===== src/rtl/current_setpoint_ctrl_if.sv =====
// ----------------------------------------------------------------------------
// current_setpoint_ctrl_if
// Groups the button, preset-load and setpoint signals of current_setpoint_ctrl.
// The master side (UI / test driver) drives the requests. The slave side (the
// setpoint controller) drives q and the status flags.
// ----------------------------------------------------------------------------
interface current_setpoint_ctrl_if #(
  parameter int WIDTH = 5
);

  logic             en;        // 1 = button stepping allowed
  logic             btn_up;    // increment request, level (held = auto-repeat)
  logic             btn_down;  // decrement request, level
  logic             load;      // 1-cycle strobe: q <= clamp(load_val)
  logic [WIDTH-1:0] load_val;  // preset value
  logic [WIDTH-1:0] q;         // current setpoint index
  logic             at_min;    // q == MIN_VAL
  logic             at_max;    // q == MAX_VAL
  logic             changed;   // 1-cycle pulse after q changed value

  modport master (
    output en, btn_up, btn_down, load, load_val,
    input  q, at_min, at_max, changed
  );

  modport slave (
    input  en, btn_up, btn_down, load, load_val,
    output q, at_min, at_max, changed
  );

endinterface


===== src/rtl/current_setpoint_ctrl.sv =====
// ----------------------------------------------------------------------------
// current_setpoint_ctrl
// Holds the user-selected PWM current index. This is the parametrised successor
// of the 5-bit current-select up/down counter.
//   - up/down buttons step q by STEP and saturate at MIN_VAL / MAX_VAL
//   - a held button auto-repeats: the first repeat step comes HOLD_CYCLES after
//     the press, later steps come every REPEAT_CYCLES
//   - load presets q to load_val, clamped into [MIN_VAL, MAX_VAL]
//   - at_min / at_max decode q; changed pulses the cycle after q moves
// Buttons are synchronous to clk and debounced upstream.
// Build option: define SETPOINT_WRAP_EN to make button steps wrap around
// (MAX_VAL -> MIN_VAL and back) instead of saturating. Load still clamps.
// ----------------------------------------------------------------------------
module current_setpoint_ctrl #(
  parameter int WIDTH         = 5,
  parameter int MIN_VAL       = 0,
  parameter int MAX_VAL       = 31,
  parameter int RESET_VAL     = 0,
  parameter int STEP          = 1,
  parameter int HOLD_CYCLES   = 8,
  parameter int REPEAT_CYCLES = 4
) (
  input  logic                   clk,
  input  logic                   rst,   // asynchronous, active-low
  current_setpoint_ctrl_if.slave bus
);

  // --------------------------------------------------------------------------
  // Constants
  // --------------------------------------------------------------------------
  typedef enum logic [1:0] {
    S_IDLE     = 2'd0,  // waiting for a clean press edge
    S_HOLD     = 2'd1,  // button held, waiting for the first auto-repeat
    S_REPEAT   = 2'd2,  // button held, auto-repeating
    S_WAIT_REL = 2'd3   // ignore buttons until both are released
  } state_e;

  localparam logic [WIDTH-1:0] LP_MIN   = MIN_VAL[WIDTH-1:0];
  localparam logic [WIDTH-1:0] LP_MAX   = MAX_VAL[WIDTH-1:0];
  localparam logic [WIDTH-1:0] LP_RESET = RESET_VAL[WIDTH-1:0];
  localparam logic [WIDTH-1:0] LP_STEP  = STEP[WIDTH-1:0];

  // Step limits are compared one bit wider so q+STEP cannot wrap silently.
  localparam logic [WIDTH:0] LP_MAX_X    = {1'b0, LP_MAX};
  localparam logic [WIDTH:0] LP_STEP_X   = {1'b0, LP_STEP};
  localparam logic [WIDTH:0] LP_DN_LIMIT = {1'b0, LP_MIN} + LP_STEP_X;

  // The repeat timer only has to count up to the longer of the two intervals.
  localparam int TMR_SPAN = (HOLD_CYCLES > REPEAT_CYCLES) ? HOLD_CYCLES
                                                          : REPEAT_CYCLES;
  localparam int TW       = (TMR_SPAN > 1) ? $clog2(TMR_SPAN) : 1;

  localparam logic [TW-1:0] LP_HOLD_LAST = TW'(HOLD_CYCLES - 1);
  localparam logic [TW-1:0] LP_REP_LAST  = TW'(REPEAT_CYCLES - 1);

  // --------------------------------------------------------------------------
  // Registers and next-state wires
  // --------------------------------------------------------------------------
  state_e           r_state;
  logic [TW-1:0]    r_timer;
  logic             r_dir_up;   // direction of the button being held
  logic [WIDTH-1:0] r_q;
  logic             r_changed;
  logic             r_up_d;     // button levels at the previous edge
  logic             r_dn_d;

  state_e           w_state_nxt;
  logic [TW-1:0]    w_timer_nxt;
  logic             w_dir_nxt;
  logic             w_step;     // apply one step at this edge
  logic             w_step_up;  // direction of that step
  logic [WIDTH-1:0] w_q_nxt;

  logic             w_up_edge;
  logic             w_dn_edge;
  logic             w_held;     // the button that started this hold is still down
  logic             w_other;    // the opposite button is down

  logic [WIDTH:0]   w_sum_x;
  logic [WIDTH-1:0] w_q_up;
  logic [WIDTH-1:0] w_q_dn;
  logic [WIDTH-1:0] w_q_load;

  assign w_up_edge = bus.btn_up   & ~r_up_d;
  assign w_dn_edge = bus.btn_down & ~r_dn_d;
  assign w_held    = r_dir_up ? bus.btn_up   : bus.btn_down;
  assign w_other   = r_dir_up ? bus.btn_down : bus.btn_up;

  // --------------------------------------------------------------------------
  // State register: FSM, repeat timer, setpoint, change pulse, button history
  // --------------------------------------------------------------------------
  // NOTE: clocked state uses non-blocking (<=) so every register samples the
  // values from before the edge, whatever order the statements are listed in.
  always_ff @(posedge clk or negedge rst) begin
    if (!rst) begin
      r_state   <= S_IDLE;
      r_timer   <= '0;
      r_dir_up  <= 1'b0;
      r_q       <= LP_RESET;
      r_changed <= 1'b0;
      r_up_d    <= 1'b0;
      r_dn_d    <= 1'b0;
    end else begin
      r_state   <= w_state_nxt;
      r_timer   <= w_timer_nxt;
      r_dir_up  <= w_dir_nxt;
      r_q       <= w_q_nxt;
      r_changed <= (w_q_nxt != r_q);
      r_up_d    <= bus.btn_up;
      r_dn_d    <= bus.btn_down;
    end
  end

  // --------------------------------------------------------------------------
  // Next-state logic: press detection, hold / repeat timing, release tracking
  // --------------------------------------------------------------------------
  // NOTE: every always_comb output gets a default before the branches, so no
  // path can leave one unassigned and infer a latch.
  always_comb begin
    w_state_nxt = r_state;
    w_timer_nxt = r_timer;
    w_dir_nxt   = r_dir_up;
    w_step      = 1'b0;
    w_step_up   = r_dir_up;

    if (bus.load) begin
      // A preset overrides the buttons, and a button still held must be
      // released before it can step again.
      w_state_nxt = S_WAIT_REL;
      w_timer_nxt = '0;
    end else if (!bus.en) begin
      w_state_nxt = S_IDLE;
      w_timer_nxt = '0;
    end else begin
      case (r_state)
        S_IDLE: begin
          if (bus.btn_up && bus.btn_down) begin
            w_state_nxt = S_WAIT_REL;
          end else if (w_up_edge) begin
            w_step      = 1'b1;
            w_step_up   = 1'b1;
            w_dir_nxt   = 1'b1;
            w_timer_nxt = '0;
            w_state_nxt = S_HOLD;
          end else if (w_dn_edge) begin
            w_step      = 1'b1;
            w_step_up   = 1'b0;
            w_dir_nxt   = 1'b0;
            w_timer_nxt = '0;
            w_state_nxt = S_HOLD;
          end
        end

        S_HOLD, S_REPEAT: begin
          if (w_other) begin
            w_state_nxt = S_WAIT_REL;
            w_timer_nxt = '0;
          end else if (!w_held) begin
            w_state_nxt = S_IDLE;
            w_timer_nxt = '0;
          end else if (r_timer == ((r_state == S_HOLD) ? LP_HOLD_LAST
                                                       : LP_REP_LAST)) begin
            // A step at a limit still counts as a repeat, so the timer keeps
            // running even when q cannot move.
            w_step      = 1'b1;
            w_timer_nxt = '0;
            w_state_nxt = S_REPEAT;
          end else begin
            w_timer_nxt = r_timer + TW'(1);
          end
        end

        S_WAIT_REL: begin
          w_timer_nxt = '0;
          if (!bus.btn_up && !bus.btn_down) begin
            w_state_nxt = S_IDLE;
          end
        end

        default: begin
          w_state_nxt = S_IDLE;
          w_timer_nxt = '0;
        end
      endcase
    end
  end

  // --------------------------------------------------------------------------
  // Output logic: step arithmetic, load clamp, next setpoint
  // --------------------------------------------------------------------------
  always_comb begin
    w_sum_x = {1'b0, r_q} + LP_STEP_X;

`ifdef SETPOINT_WRAP_EN
    w_q_up = (w_sum_x > LP_MAX_X) ? LP_MIN : w_sum_x[WIDTH-1:0];
    w_q_dn = ({1'b0, r_q} < LP_DN_LIMIT) ? LP_MAX : (r_q - LP_STEP);
`else
    w_q_up = (w_sum_x > LP_MAX_X) ? LP_MAX : w_sum_x[WIDTH-1:0];
    w_q_dn = ({1'b0, r_q} < LP_DN_LIMIT) ? LP_MIN : (r_q - LP_STEP);
`endif

    if (bus.load_val > LP_MAX) begin
      w_q_load = LP_MAX;
    end else if (bus.load_val < LP_MIN) begin
      w_q_load = LP_MIN;
    end else begin
      w_q_load = bus.load_val;
    end

    w_q_nxt = r_q;
    if (bus.load) begin
      w_q_nxt = w_q_load;
    end else if (w_step) begin
      w_q_nxt = w_step_up ? w_q_up : w_q_dn;
    end
  end

  assign bus.q       = r_q;
  assign bus.at_min  = (r_q == LP_MIN);
  assign bus.at_max  = (r_q == LP_MAX);
  assign bus.changed = r_changed;

endmodule

===== src/flat_wrapper.sv =====
// flat-port wrapper written by rule: the top's interface ports become plain ports
module current_setpoint_ctrl_flat 
#(
  parameter int WIDTH         = 5,
  parameter int MIN_VAL       = 0,
  parameter int MAX_VAL       = 31,
  parameter int RESET_VAL     = 0,
  parameter int STEP          = 1,
  parameter int HOLD_CYCLES   = 8,
  parameter int REPEAT_CYCLES = 4
)
  (clk, rst, bus_en, bus_btn_up, bus_btn_down, bus_load, bus_load_val, bus_q, bus_at_min, bus_at_max, bus_changed);
  current_setpoint_ctrl_if #(.WIDTH(WIDTH)) bus_i ();
  input  logic clk;
  input  logic rst;
  input wire logic [$bits(bus_i.en)-1:0] bus_en;
  input wire logic [$bits(bus_i.btn_up)-1:0] bus_btn_up;
  input wire logic [$bits(bus_i.btn_down)-1:0] bus_btn_down;
  input wire logic [$bits(bus_i.load)-1:0] bus_load;
  input wire logic [$bits(bus_i.load_val)-1:0] bus_load_val;
  output wire logic [$bits(bus_i.q)-1:0] bus_q;
  output wire logic [$bits(bus_i.at_min)-1:0] bus_at_min;
  output wire logic [$bits(bus_i.at_max)-1:0] bus_at_max;
  output wire logic [$bits(bus_i.changed)-1:0] bus_changed;
  assign bus_i.en = bus_en;
  assign bus_i.btn_up = bus_btn_up;
  assign bus_i.btn_down = bus_btn_down;
  assign bus_i.load = bus_load;
  assign bus_i.load_val = bus_load_val;
  assign bus_q = bus_i.q;
  assign bus_at_min = bus_i.at_min;
  assign bus_at_max = bus_i.at_max;
  assign bus_changed = bus_i.changed;
  current_setpoint_ctrl #(.WIDTH(WIDTH), .MIN_VAL(MIN_VAL), .MAX_VAL(MAX_VAL), .RESET_VAL(RESET_VAL), .STEP(STEP), .HOLD_CYCLES(HOLD_CYCLES), .REPEAT_CYCLES(REPEAT_CYCLES)) u_core (.clk(clk), .rst(rst), .bus(bus_i));
endmodule

===== config.mk =====
export PLATFORM = sky130hd
export DESIGN_NAME = current_setpoint_ctrl_flat
export DESIGN_NICKNAME = d
export VERILOG_FILES = /design/src/rtl/current_setpoint_ctrl_if.sv /design/src/rtl/current_setpoint_ctrl.sv /design/src/flat_wrapper.sv
export SDC_FILE = /design/constraint.sdc
export NUM_CORES = 1
export LEC_CHECK = 0
export ABC_AREA = 1
export BUFFER_PORTS_ARGS = -buffer_cell sky130_fd_sc_hd__buf_2
export CAP_MARGIN = 20
export CORE_ASPECT_RATIO = 1.4
export CORE_MARGIN = 2
export CORE_UTILIZATION = 30
export CTS_BUF_LIST = sky130_fd_sc_hd__clkbuf_8
export CTS_CLUSTER_SIZE = 28
export DETAILED_ROUTE_END_ITERATION = 8
export HOLD_SLACK_MARGIN = 0.15
export PLACE_DENSITY = 0.48
export SLEW_MARGIN = 40
export SYNTH_ARGS = -nofsm -noshare
export SYNTH_HDL_FRONTEND = slang
export SYNTH_SLANG_ARGS = --single-unit

===== constraint.sdc =====
create_clock -name clk -period 1.8 [get_ports clk]
set_input_delay 0.36 -clock clk [delete_from_list [all_inputs] [get_ports clk]]
set_output_delay 0.36 -clock clk [all_outputs]
set_load 0.005 [all_outputs]

======== Yosys cells after proc, flatten, opt, wreduce, memory -nomap -nowiden ========
Cells that the tools add are included.
word-level totals
  register bits after elaboration ......... 14
  logic and storage cells ................. 82
cells by class
  add/subtract/negate cells ............... 3
  order comparisons ....................... 4
  equal/unequal tests ..................... 11
  mux-type cells .......................... 44
  bitwise operators ....................... 4
  reductions and logical operators ........ 9
operators with widths
  operator             count
  $mux 5               7
  $mux 3               9
  $mux 2               9
  $mux 1               16
  $lt 5x1->1 const B   2
  $pmux 3 s3           1
  $add 5x1->6 const B  1
  $gt 6x5->1 const B   1
  $ne 6x3->1 const B   1
  $ne 6x6->1 const B   1
  $pmux 2 s3           1
  $eq 5x5->1 const B   1
  $gt 5x5->1 const B   1
  $logic_not 5->1      1
  $ne 5x3->1 const B   1
  $ne 5x5->1           1
  $sub 5x1->5 const B  1
  $eq 2x2->1 const B   2
  $ne 4x3->1 const B   1
  $ne 4x4->1 const B   1
  $add 3x1->3 const B  1
  $eq 3x3->1           1
  $reduce_and 3->1     1
  $and 1x1->1          2
  8 further kinds      11

======== Longest topological paths before layout ========
Gate-level depths: netlist of the first run.
  depth after elaboration ................. 12
  gate-level depth with buffers ........... 16
  mapped depth without buffers ............ 16

======== Least setup slack after synthesis of the first run ========
OpenSTA, ideal clock, no wires.
  kind .................................... reg2reg
  start ................................... register u_core.r_state[0]
  end ..................................... register u_core.r_changed (netlist: u_core.bus.changed)
  setup time .............................. 125 ps
  data arrival time ....................... 1580 ps
  required time ........................... 1675 ps
  setup slack ............................. 95 ps
  stages on the path, launching flop included .. 14
  buffers on the path ..................... 0
  clock period less this slack ............ 1705 ps
  path through ............................ dfrtp_1 -> inv_1 -> ha_1 -> inv_2 -> a21oi_1 -> nand2_2 -> a21boi_4 -> nand2_1 -> nand3_2 -> nand2_2 -> nand2_1 -> nand2_1 -> nor2_1 -> nand3_1
on the way
  longest elaborated chain between the ends .. 12
  elaborated cells between the ends (all ways) .. 19
  those cells by class .................... eq/ne (4); mux (13); reduce/logical (2)
RTL lines
  item                         RTL line                                                    RTL
  from (decl)                  current_setpoint_ctrl.sv:59                                 state_e r_state;
  from (signal assigned)       current_setpoint_ctrl.sv:104                                r_state <= w_state_nxt;
  $eq 2x1->1                   current_setpoint_ctrl.sv:135, current_setpoint_ctrl.sv:161
  $mux 3                       current_setpoint_ctrl.sv:161                                end else if (r_timer == ((r_state == S_HOLD) ? LP_HOLD_LAST
  $eq 3x3->1                   current_setpoint_ctrl.sv:161
  $mux 1                       current_setpoint_ctrl.sv:161
  $mux 1                       current_setpoint_ctrl.sv:158                                end else if (!w_held) begin
  $mux 1                       current_setpoint_ctrl.sv:155                                if (w_other) begin
  $pmux 1 s2                   current_setpoint_ctrl.sv:135                                case (r_state)
  $mux 1                       current_setpoint_ctrl.sv:131                                end else if (!bus.en) begin
  $mux 1                       current_setpoint_ctrl.sv:126                                if (bus.load) begin
  $mux 5 (*)                   current_setpoint_ctrl.sv:213                                end else if (w_step) begin
  $mux 5 (*)                   current_setpoint_ctrl.sv:211                                if (bus.load) begin
  named net u_core.w_q_nxt[0]  current_setpoint_ctrl.sv:72                                 logic [WIDTH-1:0] w_q_nxt;
  $ne 5x5->1 (*)               current_setpoint_ctrl.sv:108                                r_changed <= (w_q_nxt != r_q);
  to (signal assigned)         current_setpoint_ctrl.sv:108
  to (decl)                    current_setpoint_ctrl.sv:63                                 logic r_changed;
Mark *: on every way through the listed nets, which the timed path passes. The rest lies on a longest branch.
A chain may end at the register's enable or synchronous reset.

======== Worst setup path in the final report of the first run ========
  start ................................... register u_core.r_state[0]
  end ..................................... register u_core.r_changed (netlist: u_core.bus.changed)
on the way
  longest elaborated chain between the ends .. 12
  elaborated cells between the ends (all ways) .. 19
  those cells by class .................... eq/ne (4); mux (13); reduce/logical (2)
RTL lines
  item            RTL line
  $eq 2x1->1      current_setpoint_ctrl.sv:135, current_setpoint_ctrl.sv:161
  $mux 3          current_setpoint_ctrl.sv:161
  $eq 3x3->1      current_setpoint_ctrl.sv:161
  $mux 1          current_setpoint_ctrl.sv:161
  $mux 1          current_setpoint_ctrl.sv:158
  $mux 1          current_setpoint_ctrl.sv:155
  $pmux 1 s2      current_setpoint_ctrl.sv:135
  $mux 1          current_setpoint_ctrl.sv:131
  $mux 1          current_setpoint_ctrl.sv:126
  $mux 5 (*)      current_setpoint_ctrl.sv:213
  $mux 5 (*)      current_setpoint_ctrl.sv:211
  $ne 5x5->1 (*)  current_setpoint_ctrl.sv:108
Mark *: on every way between the ends. The rest lies on a longest branch, timed or not.

==> results of run 1 <==
-- report_power, final --
group | internal (mW) | switching, mW | total, mW | leakage, nW
logic | 0.205 | 0.269 | 0.474 | 0.689
clock network | 0.194 | 0.122 | 0.316 | 0.0288
registers | 0.344 | 0.0370 | 0.381 | 0.170
-- sequential cells by signal, indices dropped and copies added (netlist names) --
name and flops:
u_core.bus.changed 1, u_core.bus.q 5, u_core.r_dir_up 1, u_core.r_dn_d 1
u_core.r_state 2, u_core.r_timer 3, u_core.r_up_d 1
-- cells by family (layout without fill, tap and decap cells) --
family,count (synthesis),count (layout)
and+or+nand+nor,111,111
xor gates and xnor gates,2,2
buffers and inverters,26,70
DFF,14,14
adders and majority gates,9,9
AOI/OAI and AO/OA,23,23
-- metal layers --
| layer | vias up | global-route usage | wire [um] |
|---|---|---|---|
| li1 | 685 | - | - |
| met1 | 578 | 0.171 | 1370 |
| met2 | 25 | 0.296 | 1850 |
| met3 | 4 | 0.0159 | 87 |
| met4 | 0 | 0.0500 | 51 |
| met5 | - | 0 | 0 |
-- Yosys cell counts --
cell type,n
nand2_1,53
nand2_2,9
inv_2,4
inv_4,1
nand2_4,3
o22ai_1,1
dfrtp_1,14
nand3_4,1
nand3_1,18
ha_1,9
a31oi_1,3
o21ai_1,2
o21ai_0,7
inv_1,19
buf_2,2
nand4_1,2
xor2_1,2
o211ai_1,1
nor2_1,16
nor2_4,2
a21oi_1,7
or2_1,1
nand3_2,6
a21boi_4,1
o21ai_2,1
-- path summary, 6_finish.rpt --
path                                   start            endpoint  depth (start not counted)
min                               bus_btn_up       u_core.r_up_d                          1
max reg2reg                u_core.r_state[0]  u_core.bus.changed                         14
max in group asynchronous                rst     u_core.bus.q[3]                          2
max                        u_core.r_state[0]  u_core.bus.changed                         14
min in group asynchronous                rst   u_core.r_timer[0]                          2
min reg2reg                u_core.r_timer[1]   u_core.r_timer[1]                          2
-- cells in the final DEF, fill, tap and decap left out, types with 2 or more instances in the layout --
cell      Yosys  layout
a21oi_1       7       6
a31oi_1       3       3
buf_2         2      18
buf_4         0      23
clkbuf_8      0       4
dfrtp_1      14      14
ha_1          9       5
ha_2          0       4
inv_1        19      17
inv_2         4       6
nand2_1      53      51
nand2_2       9      11
nand2_4       3       3
nand3_1      18      18
nand3_2       6       6
nand4_1       2       2
nor2_1       16      14
nor2_4        2       3
o21ai_0       7       6
o21ai_1       2       3
xor2_1        2       2
-- cell type report --
type | instances | share of cell area
timing repair buffer | 42 | 0.162
sequential | 14 | 0.208
multi-input combinational | 145 | 0.509
clock buffer | 4 | 0.0327
inverter | 24 | 0.0550
tap | 45 | 0.0334
-- metrics by stage --
step / cells / util / setup slack, ns / setup TNS [ns] / hold WS (ns)
2_1_floorplan: 185 / - / 0.0950 / 0 / 0.0644
3_3_place_gp: 264 / 0.372 / -0.0676 / -0.0676 / 0.289
3_5_place_dp: 264 / 0.372 / -0.0382 / -0.0382 / 0.293
4_1_cts: 271 / 0.394 / 0.00268 / 0 / 0.310
5_1_grt: 274 / 0.404 / -0.221 / -0.221 / 0.315
6_report: 274 / 0.404 / -0.00390 / -0.00390 / 0.315
-- repair_timing --
item	in CTS	in global routing
gates resized for setup	4	9
hold buffers	1	0
setup endpoints to repair	1	4
pin swaps	3	7
hold endpoints to repair	14	0
setup buffers	2	3
==> summary.md, run 1 <==
| Metric | Value |
|---|---|
| CTS tree | done |
| Worst setup EP type | flip-flop |
| Multiplexer share of the synthesized area | 0 |
| Reg2Reg Setup Slack | -0.004 ns |
| CP cell instances | inv_2 -> ha_2 -> inv_2 -> nor2_4 -> nand3_4 -> buf_4 -> nand3_1 -> nand2_1 -> nand2_1 -> nand3_2 -> nand3_1 -> nand2_1 -> nor2_1 -> nand3_1 |
| Fin crit period | approximately 1.8 ns |
| Area share of and/or/nand/nor cells after synthesis | 0.436 |
| Slowest stage delay, CP | 0.41 ns |
| Die width | just under 60 um |
| Yosys warnings | 0 |
| Clk sink count | 14 |
| Initial antenna violation count | 0 |
| Power density over the cells | slightly below 700 mW/mm^2 |
| PnR Total Power | around 1.2 mW |
| Worst-margin pin slew | roughly 0.35 ns |
| Initial core utilization | 0.307 |
| Netlist Area Pre-Place | ~0.0013 mm^2 |
| Critical Path RT | between 1.5 and 2 ns |
| GRT Residual Overflow | 0 |
| Share of layout cells above drive strength 1 | 0.367 |
| PortBufs | 18 |
| Cells after Synth | between 150 and 200 |
| # H-tree levels | 1 |
| Status | finished, violations left |
| Latest clock arrival within the worst-skew pair | ~0.25 ns |
| CP arrival | 1.94 ns |
| Largest cells by area after synthesis | dfrtp_1 27%, nand2_1 16%, ha_1 8.8% |
| GRT Util Overall | 0.154 |
| First-pass GRT wire length | around 5.7 mm |
| Total Routed Length | 3.36 mm |
| Synth Register Bits | 14 |
| Skew final | between 0.002 and 0.0025 ns |
| Final Wtd Congestion | slightly below 0.8 |
| Fin. Hold Viols | 0 |
| Area of the multi-input gates | roughly 860 um^2 |
| Register area | about 350 um^2 |
| Vias in the first global route | ~1300 |
| Maximum VDD drop | between 0.0002 and 0.00025 V |
| Max_slew headroom | 0.766 |
| HP Class | in2reg |
| Root Driver | clkbuf_8 |
| Antenna fix cells | 0 |
| Startpoint types | flip-flop |
| Nets | 250 |
| Top cell type's share of synthesized area | 0.273 |
| CP Max Fanout | 5 |
| Synth Area in Compound Gates | 0.109 |
| Worst Path Buf+Inv | 3 |
| First-pass DRT Iterations | 4 |
| Max Cap Viol | 0 |
| DRC Markers | 0 |
| Register area share after synthesis | 0.273 |
| Fin area | 0.00168 mm^2 |
| Final setup fails | 1 |
| Main combinational cell family by area after synthesis | simple AND/OR/NAND/NOR gates |
| Period Utilization, post-route | 1.00 |
| Post-DR wirelength/cell | around 12 um |
| Drt via density | 4.72 |
| Pleak | just under 0.9 nW |
| Via count | 1292 |
| Die ar. | 0.00482 mm^2 |
| Synth Area in Adders | 0.0879 |
| Syn_nets | slightly above 200 |
| DRT iter0 DRCs | 37 |
| Synth Area per Inst | 6.93 um^2 |
| Delay-heaviest family, CP | simple AND/OR/NAND/NOR gates |
| Clock buffer depth | 2 |
| Die Ht | a little over 80 um |
| Slowest-stage cell, CP | dfrtp_1 |
| Clk slew on worst S/H paths | about 0.06 ns |
| Area after DPL | around 0.0016 mm^2 |
| Fmax | approximately 550 MHz |
| WS Path Type | reg2reg |
| Final worst slack | -0.00390 ns |
| IO Pins | 19 |
| Final Slew Violations | 0 |
| DRT antenna net count | 0 |
| Synth-to-layout area growth | 31.4% |
| Site Rows | 28 |
| RSZ-0062 raised after global routing | true |
| # fillers | 434 |
| Unique masters post-synth | 25 |
| Num CTS Buffers | 3 |
| Failing checks | negative setup slack |
| Final HPWL DP | ~2.8 mm |
| Post-synth top area cell | dfrtp_1 |
| Core box area | ~0.0042 mm^2 |
| Post-Synth XOR/XNOR Area | 0.0137 |
| Largest net degree at the start of global routing | 15 |
(Power assumes the default switching activity.)
==> inputs of run 2 (changes only) <==
CORE_UTILIZATION = 50   (was 30)
PLACE_DENSITY = 0.73   (was 0.48)
==> run 2 against run 1 <==
Compared with the run above: the flow still finishes with violations (negative setup slack); die area fell by 38%; clock power shrank 19%; sequential share of layout area grew 0.90 points; cell count is 6.2% lower; setup slack got worse by 0.054 ns; hold slack improved by 0.0061 ns; sequential power about the same; total power fell by 5.2%; register-to-register slack worse by 0.05 ns; first-iteration DRC count rose by 78%; critical path type unchanged; largest power group unchanged.
==> summary.md, run 2 (synthesis gave the netlist of run 1 again) <==
| Metric | Value |
|---|---|
| Status | finished, violations left (unchanged) |
| Failing checks | negative setup slack (unchanged) |
| CP arrival | 1.98 ns (was 1.94 ns) |
| Core box area | 0.00242 mm^2 (was 0.00417 mm^2) |
| GRT Residual Overflow | 0 (unchanged) |
| Initial core utilization | 0.530 (was 0.307) |
| Via count | 1368 (was 1292) |
| Final setup fails | 1 (unchanged) |
| CP Max Fanout | 7 (was 5) |
| CTS tree | done (unchanged) |
| # H-tree levels | 1 (unchanged) |
| Die width | 46.8 um (was 59.2 um) |
| Skew final | 0.00407 ns (was 0.00236 ns) |
| RR Startpoint | u_core.bus.q[2] (was u_core.r_state[0]) |
| Worst-case reg-to-reg path depth | 13 (was 14) |
| Vias in the first global route | 1358 (was 1302) |
| Clock share of power | 0.230 (was 0.270) |
| Total Routed Length | 3.26 mm (was 3.36 mm) |
| Final worst slack | -0.0578 ns (was -0.00390 ns) |
| Synth-to-layout area growth | 26.0% (was 31.4%) |
| WS Path Type | reg2reg (unchanged) |
| Commonest non-fill, non-tap cell in the layout | nand2_1 (unchanged) |
| Final HPWL DP | 2.51 mm (was 2.79 mm) |
| Nets | 245 (was 250) |
| Worst-margin pin slew | 0.343 ns (was 0.351 ns) |
| Commonest cells after routing, fill and taps aside | 52 x nand2_1, 18 x nand3_1, 18 x buf_2, 18 x buf_4, 17 x inv_1 (was 51 x nand2_1, 23 x buf_4, 18 x nand3_1, 18 x buf_2, 17 x inv_1) |
| Initial antenna violation count | 0 (unchanged) |
| Switching power | 419 uW (was 427 uW) |
| DRT antenna net count | 0 (unchanged) |
| Fin crit period | 1.86 ns (was 1.80 ns) |
| Fmax | 538 MHz (was 554 MHz) |
| DRC Markers | 0 (unchanged) |
| GRT Util Overall | 0.250 (was 0.154) |
| Internal power | 690 uW (was 743 uW) |
| Final Slew Violations | 0 (unchanged) |
| Place WS | -0.0344 ns (was -0.0382 ns) |
| Num CTS Buffers | 3 (unchanged) |
| Latest clock arrival within the worst-skew pair | 0.24 ns (was 0.25 ns) |
| First-pass DRT Iterations | 4 (unchanged) |
| Final Wtd Congestion | 0.891 (was 0.785) |
| Max_slew headroom | 0.771 (was 0.766) |
| Reg with most FFs | u_core.bus.q (unchanged) |
| HP Class | in2reg (unchanged) |
| Critical Path RT | 1.92 ns (was 1.93 ns) |
| Period Utilization, post-route | 1.03 (was 1.00) |
| PortBufs | 18 (unchanged) |
| Largest net degree at the start of global routing | 15 (unchanged) |
| Power density over the cells | 687 mW/mm^2 (was 695 mW/mm^2) |
| Setup crit start | u_core.bus.q[2] (was u_core.r_state[0]) |
| Regs by FF count | u_core.bus.q x5, u_core.r_timer x3, u_core.r_state x2 (unchanged) |
| IO Pins | 19 (unchanged) |
| Post-DR wirelength/cell | 12.7 um (was 12.3 um) |
| Share of layout cells above drive strength 1 | 0.350 (was 0.367) |
| Fin. Hold Viols | 0 (unchanged) |
| Reg2Reg Setup Slack | -0.06 ns (was -0.004 ns) |
| Clk sink count | 14 (unchanged) |
| Root Driver | clkbuf_8 (unchanged) |
| Die Ht | 63.9 um (was 81.3 um) |
| Drt via density | 5.32 (was 4.72) |
| Worst Setup EP | u_core.bus.changed (unchanged) |
| Max Cap Viol | 0 (unchanged) |
| Die ar. | 0.00299 mm^2 (was 0.00482 mm^2) |
| Startpoint types | flip-flop (unchanged) |
| Sw Share | 0.378 (was 0.365) |
| Pleak | 0.858 nW (was 0.887 nW) |
| Antenna fix cells | 0 (unchanged) |
| First-pass GRT wire length | 5.52 mm (was 5.69 mm) |
| Logic pwr share | 0.427 (was 0.405) |
| Reg power frac | 0.342 (was 0.325) |
| PnR Total Power | 1.11 mW (was 1.17 mW) |
| Largest register FFs | 5 (unchanged) |
| DRT iter0 DRCs | 66 (was 37) |
| Site Rows | 21 (was 28) |
| Clock buffer depth | 2 (unchanged) |
| Reg-to-reg endpoint | u_core.bus.changed (unchanged) |
| RSZ-0062 raised after global routing | true (unchanged) |
| Clk slew on worst S/H paths | 0.06 ns (about the same) |
| Maximum VDD drop | 0.000410 V (was 0.000210 V) |
| Worst setup EP type | flip-flop (unchanged) |
run 2: cell types whose count changed in the layout (fill, tap and decap cells not counted):
cell,delta
nor2_1,-2
nand2_1,+1
o21ai_1,-1
nor2_4,-1
buf_4,-5
nor2_2,+3
ha_1,+1
o21ai_0,+1
nand2_2,-1
clkbuf_8,-1
ha_2,-1
run 2: power groups by stage:
stage / Sequential [mW] / Combinational (mW) / Clock (mW)
2_1_floorplan: 0.379 / 0.293 / 0
3_3_place_gp: 0.384 / 0.433 / 0
3_5_place_dp: 0.384 / 0.441 / 0
4_1_cts: 0.377 / 0.461 / 0.259
5_1_grt: 0.384 / 0.529 / 0.281
6_report: 0.380 / 0.474 / 0.256
run 2: timing repair:
item	CTS	global route
resized for setup	4	7
pin swaps	1	5
setup buffers	3	1
endpoints found under the setup margin	1	1
hold buffers	1	0
hold endpoints to repair	14	0
run 2: cell type report:
class                      instances  area (um^2)
sequential                        14          350
tap                               34         42.5
multi-input combinational        145          852
fill                             209          803
inverter                          24         92.6
timing repair buffer              37          235
clock buffer                       3         41.3
run 2: how the worst min path moves through the flow:
stage,from,end,slack (ns),cells past startpoint
after detailed placement,rst,u_core.r_dn_d,0.28,1
after floorplan,rst,u_core.bus.changed,0.06,0
after global routing,bus_btn_up,u_core.r_up_d,0.31,1
after global placement,rst,u_core.r_dn_d,0.28,1
final,bus_btn_up,u_core.r_up_d,0.32,1
after CTS,bus_btn_up,u_core.r_up_d,0.31,1
run 2: critical path, cell delays in order, from the launching register on:
cell and delay (ns):
dfrtp_1 0.54, nand2_1 0.12, nor2_2 0.14, ha_1 0.25, nor2_2 0.09, nand2_1 0.06, nand2_1 0.07, nand2_1 0.07
nand3_2 0.08, nand2_2 0.06, nand2_1 0.05, nand2_1 0.05, nor2_1 0.08, nand3_1 0.07
run 2: routing by layer:
| metal | global-route usage | wire [um] | up-vias |
|---|---|---|---|
| met5 | 0 | 0 | - |
| met4 | 0.132 | 165 | 0 |
| met3 | 0.0395 | 158 | 21 |
| met2 | 0.445 | 1750 | 55 |
| met1 | 0.260 | 1190 | 618 |
| li1 | - | - | 674 |
run 2: metrics by stage:
stage / util / TNS [ns] / hold slack [ns] / cells / cell area [um^2]
6_report: 0.668 / -0.0578 / 0.321 / 257 / 1610
5_1_grt: 0.668 / -0.175 / 0.311 / 257 / 1610
4_1_cts: 0.659 / 0 / 0.315 / 256 / 1590
3_5_place_dp: 0.624 / -0.0344 / 0.282 / 249 / 1510
3_3_place_gp: 0.624 / -0.0350 / 0.281 / 249 / 1510
2_1_floorplan: - / 0 / 0.0644 / 185 / 1280
